File: config.mk
export PLATFORM = sky130hd
export DESIGN_NAME = pipe_id_ex_hz
export DESIGN_NICKNAME = d
export VERILOG_FILES = /design/src/rtl/pipe_id_ex_hz.sv
export SDC_FILE = /design/constraint.sdc
export NUM_CORES = 1
export LEC_CHECK = 0
export BUFFER_PORTS_ARGS = -buffer_cell sky130_fd_sc_hd__clkbuf_2
export CAP_MARGIN = 40
export CELL_PAD_IN_SITES_DETAIL_PLACEMENT = 0
export CELL_PAD_IN_SITES_GLOBAL_PLACEMENT = 2
export CORE_UTILIZATION = 22
export DETAILED_ROUTE_END_ITERATION = 16
export PLACE_DENSITY_LB_ADDON = 0.1
export SYNTH_ARGS = -nofsm -noshare
export SYNTH_HDL_FRONTEND = slang
export SYNTH_SLANG_ARGS = --single-unit
File: constraint.sdc
create_clock -name clk -period 1.6 [get_ports clk]
set_clock_uncertainty 0.05 [all_clocks]
set_input_delay 0 -clock clk [delete_from_list [all_inputs] [get_ports clk]]
set_output_delay 0 -clock clk [all_outputs]
set_load 0.1 [all_outputs]
File: src/rtl/pipe_id_ex_hz.sv
// ID/EX pipeline register with load-use bubble injection, hold and flush.
// Optional `define PIPE_ID_EX_PERF_EN adds the saturating bubble counter.
module pipe_id_ex_hz #(
   parameter int BITS       = 32,
   parameter int REG_WORDS  = 32,
   parameter int ADDR_LEFT  = $clog2(REG_WORDS) - 1,
   parameter int OP_BITS    = 4,
   parameter int SHIFT_BITS = 5,
   parameter int BE_BITS    = BITS / 8,
   parameter int CNT_BITS   = 16
) (
   input  logic                  clk,
   input  logic                  rst_,
   input  logic                  valid_s2,
   input  logic                  hold_in,
   input  logic                  flush,
   input  logic [ADDR_LEFT:0]    raddr1_,
   input  logic [ADDR_LEFT:0]    raddr2_,
   input  logic                  uses_r1,
   input  logic                  uses_r2,
   input  logic                  atomic,
   input  logic                  sel_mem,
   input  logic                  check_link,
   input  logic                  mem_rw_,
   input  logic                  rw_,
   input  logic                  load_link_,
   input  logic                  alu_imm,
   input  logic                  halt_s2,
   input  logic [ADDR_LEFT:0]    waddr_,
   input  logic [BITS-1:0]       r1_data,
   input  logic [BITS-1:0]       r2_data,
   input  logic [BITS-1:0]       sign_ext_imm,
   input  logic [SHIFT_BITS-1:0] shamt,
   input  logic [OP_BITS-1:0]    alu_op,
   input  logic [BE_BITS-1:0]    byte_en,
   output logic                  valid_s3,
   output logic                  atomic_s3,
   output logic                  sel_mem_s3,
   output logic                  check_link_s3,
   output logic                  mem_rw_s3,
   output logic                  rw_s3,
   output logic                  load_link_s3,
   output logic                  alu_imm_s3,
   output logic                  halt_s3,
   output logic [ADDR_LEFT:0]    waddr_s3,
   output logic [BITS-1:0]       r1_data_s3,
   output logic [BITS-1:0]       r2_data_s3,
   output logic [BITS-1:0]       sign_ext_imm_s3,
   output logic [SHIFT_BITS-1:0] shamt_s3,
   output logic [OP_BITS-1:0]    alu_op_s3,
   output logic [BE_BITS-1:0]    byte_en_s3,
   output logic                  stall_s2,
   output logic [CNT_BITS-1:0]   bubble_cnt
);

   logic hit1;
   logic hit2;
   logic load_use;
   logic bubble;
   logic kill;
   logic load_s3;

   assign load_s3  = valid_s3 & sel_mem_s3 & ~rw_s3 & (waddr_s3 != '0);
   assign hit1     = uses_r1 & (raddr1_ == waddr_s3);
   assign hit2     = uses_r2 & (raddr2_ == waddr_s3);
   assign load_use = valid_s2 & load_s3 & (hit1 | hit2);
   assign stall_s2 = hold_in | (load_use & ~flush);
   assign bubble   = ~flush & ~hold_in & load_use;

   // Anything that leaves s3 invalid also forces inert control.
   assign kill = flush | bubble | ~valid_s2;

   always_ff @(posedge clk) begin
      if (!rst_) begin
         valid_s3        <= 1'b0;
         atomic_s3       <= 1'b0;
         sel_mem_s3      <= 1'b0;
         check_link_s3   <= 1'b0;
         mem_rw_s3       <= 1'b1;
         rw_s3           <= 1'b1;
         load_link_s3    <= 1'b1;
         alu_imm_s3      <= 1'b0;
         halt_s3         <= 1'b0;
         waddr_s3        <= '0;
         r1_data_s3      <= '0;
         r2_data_s3      <= '0;
         sign_ext_imm_s3 <= '0;
         shamt_s3        <= '0;
         alu_op_s3       <= '0;
         byte_en_s3      <= '1;
      end else if (flush | ~hold_in) begin
         valid_s3        <= ~kill;
         atomic_s3       <= atomic & ~kill;
         sel_mem_s3      <= sel_mem & ~kill;
         check_link_s3   <= check_link & ~kill;
         mem_rw_s3       <= mem_rw_ | kill;
         rw_s3           <= rw_ | kill;
         load_link_s3    <= load_link_ | kill;
         halt_s3         <= halt_s2 & ~kill;
         byte_en_s3      <= kill ? '1 : byte_en;
         alu_imm_s3      <= alu_imm;
         waddr_s3        <= waddr_;
         r1_data_s3      <= r1_data;
         r2_data_s3      <= r2_data;
         sign_ext_imm_s3 <= sign_ext_imm;
         shamt_s3        <= shamt;
         alu_op_s3       <= alu_op;
      end
   end

`ifdef PIPE_ID_EX_PERF_EN
   logic [CNT_BITS-1:0] cnt;

   always_ff @(posedge clk) begin
      if (!rst_) begin
         cnt <= '0;
      end else if (bubble && (cnt != {CNT_BITS{1'b1}})) begin
         cnt <= cnt + {{(CNT_BITS-1){1'b0}}, 1'b1};
      end
   end

   assign bubble_cnt = cnt;
`else
   assign bubble_cnt = '0;
`endif

endmodule

==> results.tsv <==
stage	metric	value	unit
status	outcome	complete, but fails checks	
status	failing checks	setup timing	
placement	PortBufs	262	
power_and_ir_drop	Combinational Power Share	26.4	%
cells_and_area	Area growth syn-to-layout	76.6	%
worst_hold_path	Min-Delay Path Class	in2reg	
sta	Final Max Tran Viols	0	
clock_network	Clock Pin Slew Worst Setup and Hold Paths	0.06	ns
synthesis	Cells after Synth	577	
drt	drt drc	0	
synthesis	sequential cell area fraction in the yosys report	53.0	%
critical_path	worst r2r src	waddr_s3[0]	
clock_network	CTS Buf Count	17	
critical_path	end of the critical path	stall_s2	
clock_network	H-tree depth	4	
synthesis	Yosys cell types	26	
power_and_ir_drop	Pleak	3.85	nW
worst_hold_path	HP Start	rst_	
floorplanning	Die X-Extent	147	µm
critical_path	critical path startpoint	waddr_s3[0]	
critical_path	r2r endpoint	valid_s3	
drt	ANT nets after route	0	
sta	RSZ-0062 raised after global routing	yes	
critical_path	R2R depth	7	
global_route	first-pass GRT wire length	26.1	mm
cells_and_area	commonest cells after routing, fill and taps aside	clkbuf_2 (261), nand2_1 (226), dlygate4sd3_1 (123), dfxtp_1 (115), a21oi_1 (112)	
critical_path	required time worst endpoint	1.55	ns
cells_and_area	# diodes	0	
sta	FMAX	607	MHz
global_route	initial antenna violation count	0	
cells_and_area	Filler cells	2175	
cells_and_area	Multi-input gate area	0.00200	mm²
synthesis	Synth Cell Area	0.00464	mm²
drt	DRT Pass-1 Iters	4	
sta	Final Hold Fails	0	
power_and_ir_drop	sequential share of power	33.7	%
clock_network	CTS Buffer Depth	2	
power_and_ir_drop	Net Sw Power	3.56	mW
synthesis	cell taking the most area after synthesis	dfxtp_1	
cells_and_area	layout cells sized above 1	34.3	%
critical_path	worst reg-to-reg setup slack	0.09	ns
critical_path	crit path cell chain	xnor2_2, nand2_1, o22ai_2, a31o_4, buf_12	
floorplanning	initial core utilization	22.7	%
power_and_ir_drop	pwr dens	1210	mW/mm²
sta	fin crit period	1.65	ns
global_route	vias in the first global route	5120	
placement	placed insts	1078	
cells_and_area	final net count	1093	
critical_path	crit path max-delay cell type	dfxtp_4	
floorplanning	Placeable Area	0.0204	mm²
sta	endpoints failing setup	1	
critical_path	crit end category	output pin	
critical_path	Worst path max stage delay	0.38	ns
synthesis	top cell type's share of synthesized area	53.0	%
global_route	largest net degree at the start of global routing	65	
sta	Slew headroom	61.6	%
cells_and_area	final cell count without fillers	1237	
placement	GP Congestion	0.728	
cells_and_area	commonest non-fill, non-tap cell in the layout	clkbuf_2	
floorplanning	# IOs	279	
drt	via count	5079	
drt	via-per-instance ratio	4.11	
floorplanning	Die ar.	0.0217	mm²
critical_path	CP arrival	1.60	ns
clock_network	clk sinks	123	
floorplanning	cell row count	52	
clock_network	clock tree from TritonCTS	done	
power_and_ir_drop	P_int	6.38	mW
drt	drt wl/cell	13.3	µm
sta	setup_tns	-0.0486	ns
clock_network	Worst-Skew Late Latency	0.41	ns
synthesis	Seq cells post-synth	123	
sta	worst slew pin tran	0.578	ns
global_route	GRT Total Usage	15.3	%
drt	DRT iter0 DRCs	154	
drt	Post-Route WL	16.5	mm
cells_and_area	register area	0.00249	mm²
floorplanning	height of the die	147	µm
critical_path	worst-path fanout max	5	
power_and_ir_drop	Clock Power Share	39.9	%
sta	final setup margin	-0.0486	ns
placement	pre-CTS setup slack	0.187	ns
critical_path	WS Path Type	reg2out	
synthesis	top post-synthesis cells by area	dfxtp_1 (53%), nand2_1 (18%), a21oi_1 (12%)	
power_and_ir_drop	Worst VDD drop	0.676	mV
power_and_ir_drop	Sw Ratio	35.8	%
global_route	GRT overflow	0	
placement	Final HPWL DP	11.4	mm
synthesis	Synth Area per Inst	8.05	µm²
sta	Final Cycle Share	103	%
job	max_cap viols	0	
synthesis	synthesis warning total	0	
critical_path	startpoint types	flip-flop	
clock_network	Root Driver	clkbuf_16	
-- cell type report --
type | instances | area share (%)
clock inverter | 13 | 2.03
sequential | 123 | 30.4
timing repair buffer | 400 | 33.6
clock buffer | 19 | 5.40
multi-input combinational | 410 | 24.4
tap | 270 | 4.12
inverter | 2 | 0.107
-- cells in the mapped netlist (all sizes together) --
| cell type | number |
|---|---|
| nand2b | 1 |
| o22a | 7 |
| nor2 | 2 |
| nand4b | 1 |
| nand3 | 4 |
| a31o | 1 |
| xnor2 | 10 |
| o22ai | 1 |
| o21a | 7 |
| conb | 1 |
| inv | 2 |
| a21oi | 113 |
| nand3b | 7 |
| dfxtp | 123 |
| clkbuf | 15 |
| o21ai | 4 |
| nor3 | 1 |
| nand2 | 226 |
| a2bb2oi | 4 |
| buf | 42 |
| nor2b | 1 |
| a311oi | 1 |
| nor3b | 1 |
| nand4 | 2 |
-- critical path, delay by kind of cell, from the launching register on --
| kind | cells | cell delay [ns] |
|---|---|---|
| compound gates | 2 | 0.39 |
| xor+xnor | 1 | 0.15 |
| buf+inv | 1 | 0.17 |
| flops | 1 | 0.38 |
| simple gates | 1 | 0.09 |
-- power by group through the flow --
stage / sequential (mW) / combinational (mW) / clock [mW]
2_1_floorplan: 4.73 / 0.570 / 0
5_1_grt: 3.38 / 2.74 / 4.26
3_3_place_gp: 3.41 / 2.36 / 0
6_report: 3.35 / 2.62 / 3.96
3_5_place_dp: 3.42 / 2.36 / 0
4_1_cts: 3.35 / 2.64 / 4.11
-- worst min path at each step --
stage,depth (start not counted),to,slack [ns]
final,3,halt_s3,0.05
after global routing,4,valid_s3,0.07
after CTS,3,sel_mem_s3,0.03
after detailed placement,3,waddr_s3[1],0.18
after global placement,3,r2_data_s3[9],0.18
after floorplan,2,waddr_s3[0],0.08
-- metrics by stage --
| stage | hold WS, ns | total power, mW | util, % | instance area, µm² |
|---|---|---|---|---|
| floorplan | 0.0801 | 5.30 | - | 4740 |
| global placement | 0.178 | 5.76 | 30.6 | 6260 |
| detailed placement | 0.178 | 5.78 | 30.6 | 6260 |
| CTS | 0.0334 | 10.1 | 40.1 | 8200 |
| global route | 0.0667 | 10.4 | 40.1 | 8200 |
| finish | 0.0474 | 9.94 | 40.1 | 8200 |
-- metal layers --
| metal | share of wire [%] | up-vias | routed length (µm) | global-route usage, % |
|---|---|---|---|---|
| met1 | 44 | 2291 | 7260 | 18.0 |
| li1 | - | 2605 | - | - |
| met5 | 0 | - | 0 | 0 |
| met2 | 49 | 173 | 8000 | 26.4 |
| met4 | 0.90 | 0 | 148 | 4.33 |
| met3 | 6.6 | 10 | 1090 | 5.25 |
-- kinds of logic (layout without fill, tap and decap cells) --
logic type | Yosys count | after routing | share of synthesized area [%]
AOI/OAI and AO/OA | 138 | 138 | 16.5
xor gates and xnor gates | 10 | 10 | 1.89
buffers and inverters | 59 | 434 | 7.25
DFF | 123 | 123 | 53.0
other | 1 | 16 | 0.0808
and+or+nand+nor | 246 | 246 | 21.2
-- what timing repair did --
action                                  CTS  global route
resized for setup                         9             1
pin swaps                                 7             2
gates cloned                              0             0
hold endpoints to repair                123             0
hold buffers                            123             0
buffers inserted                          6             0
endpoints found under the setup margin    1            13
-- registers in the layout (all words and copies together) (netlist names) --
name	flops
r1_data_s3	32
alu_imm_s3	1
halt_s3	1
load_link_s3	1
rw_s3	1
byte_en_s3	4
mem_rw_s3	1
waddr_s3	5
shamt_s3	5
alu_op_s3	4
r2_data_s3	32
sel_mem_s3	1
check_link_s3	1
valid_s3	1
atomic_s3	1
sign_ext_imm_s3	32
Power figures use the tool's default switching activity.
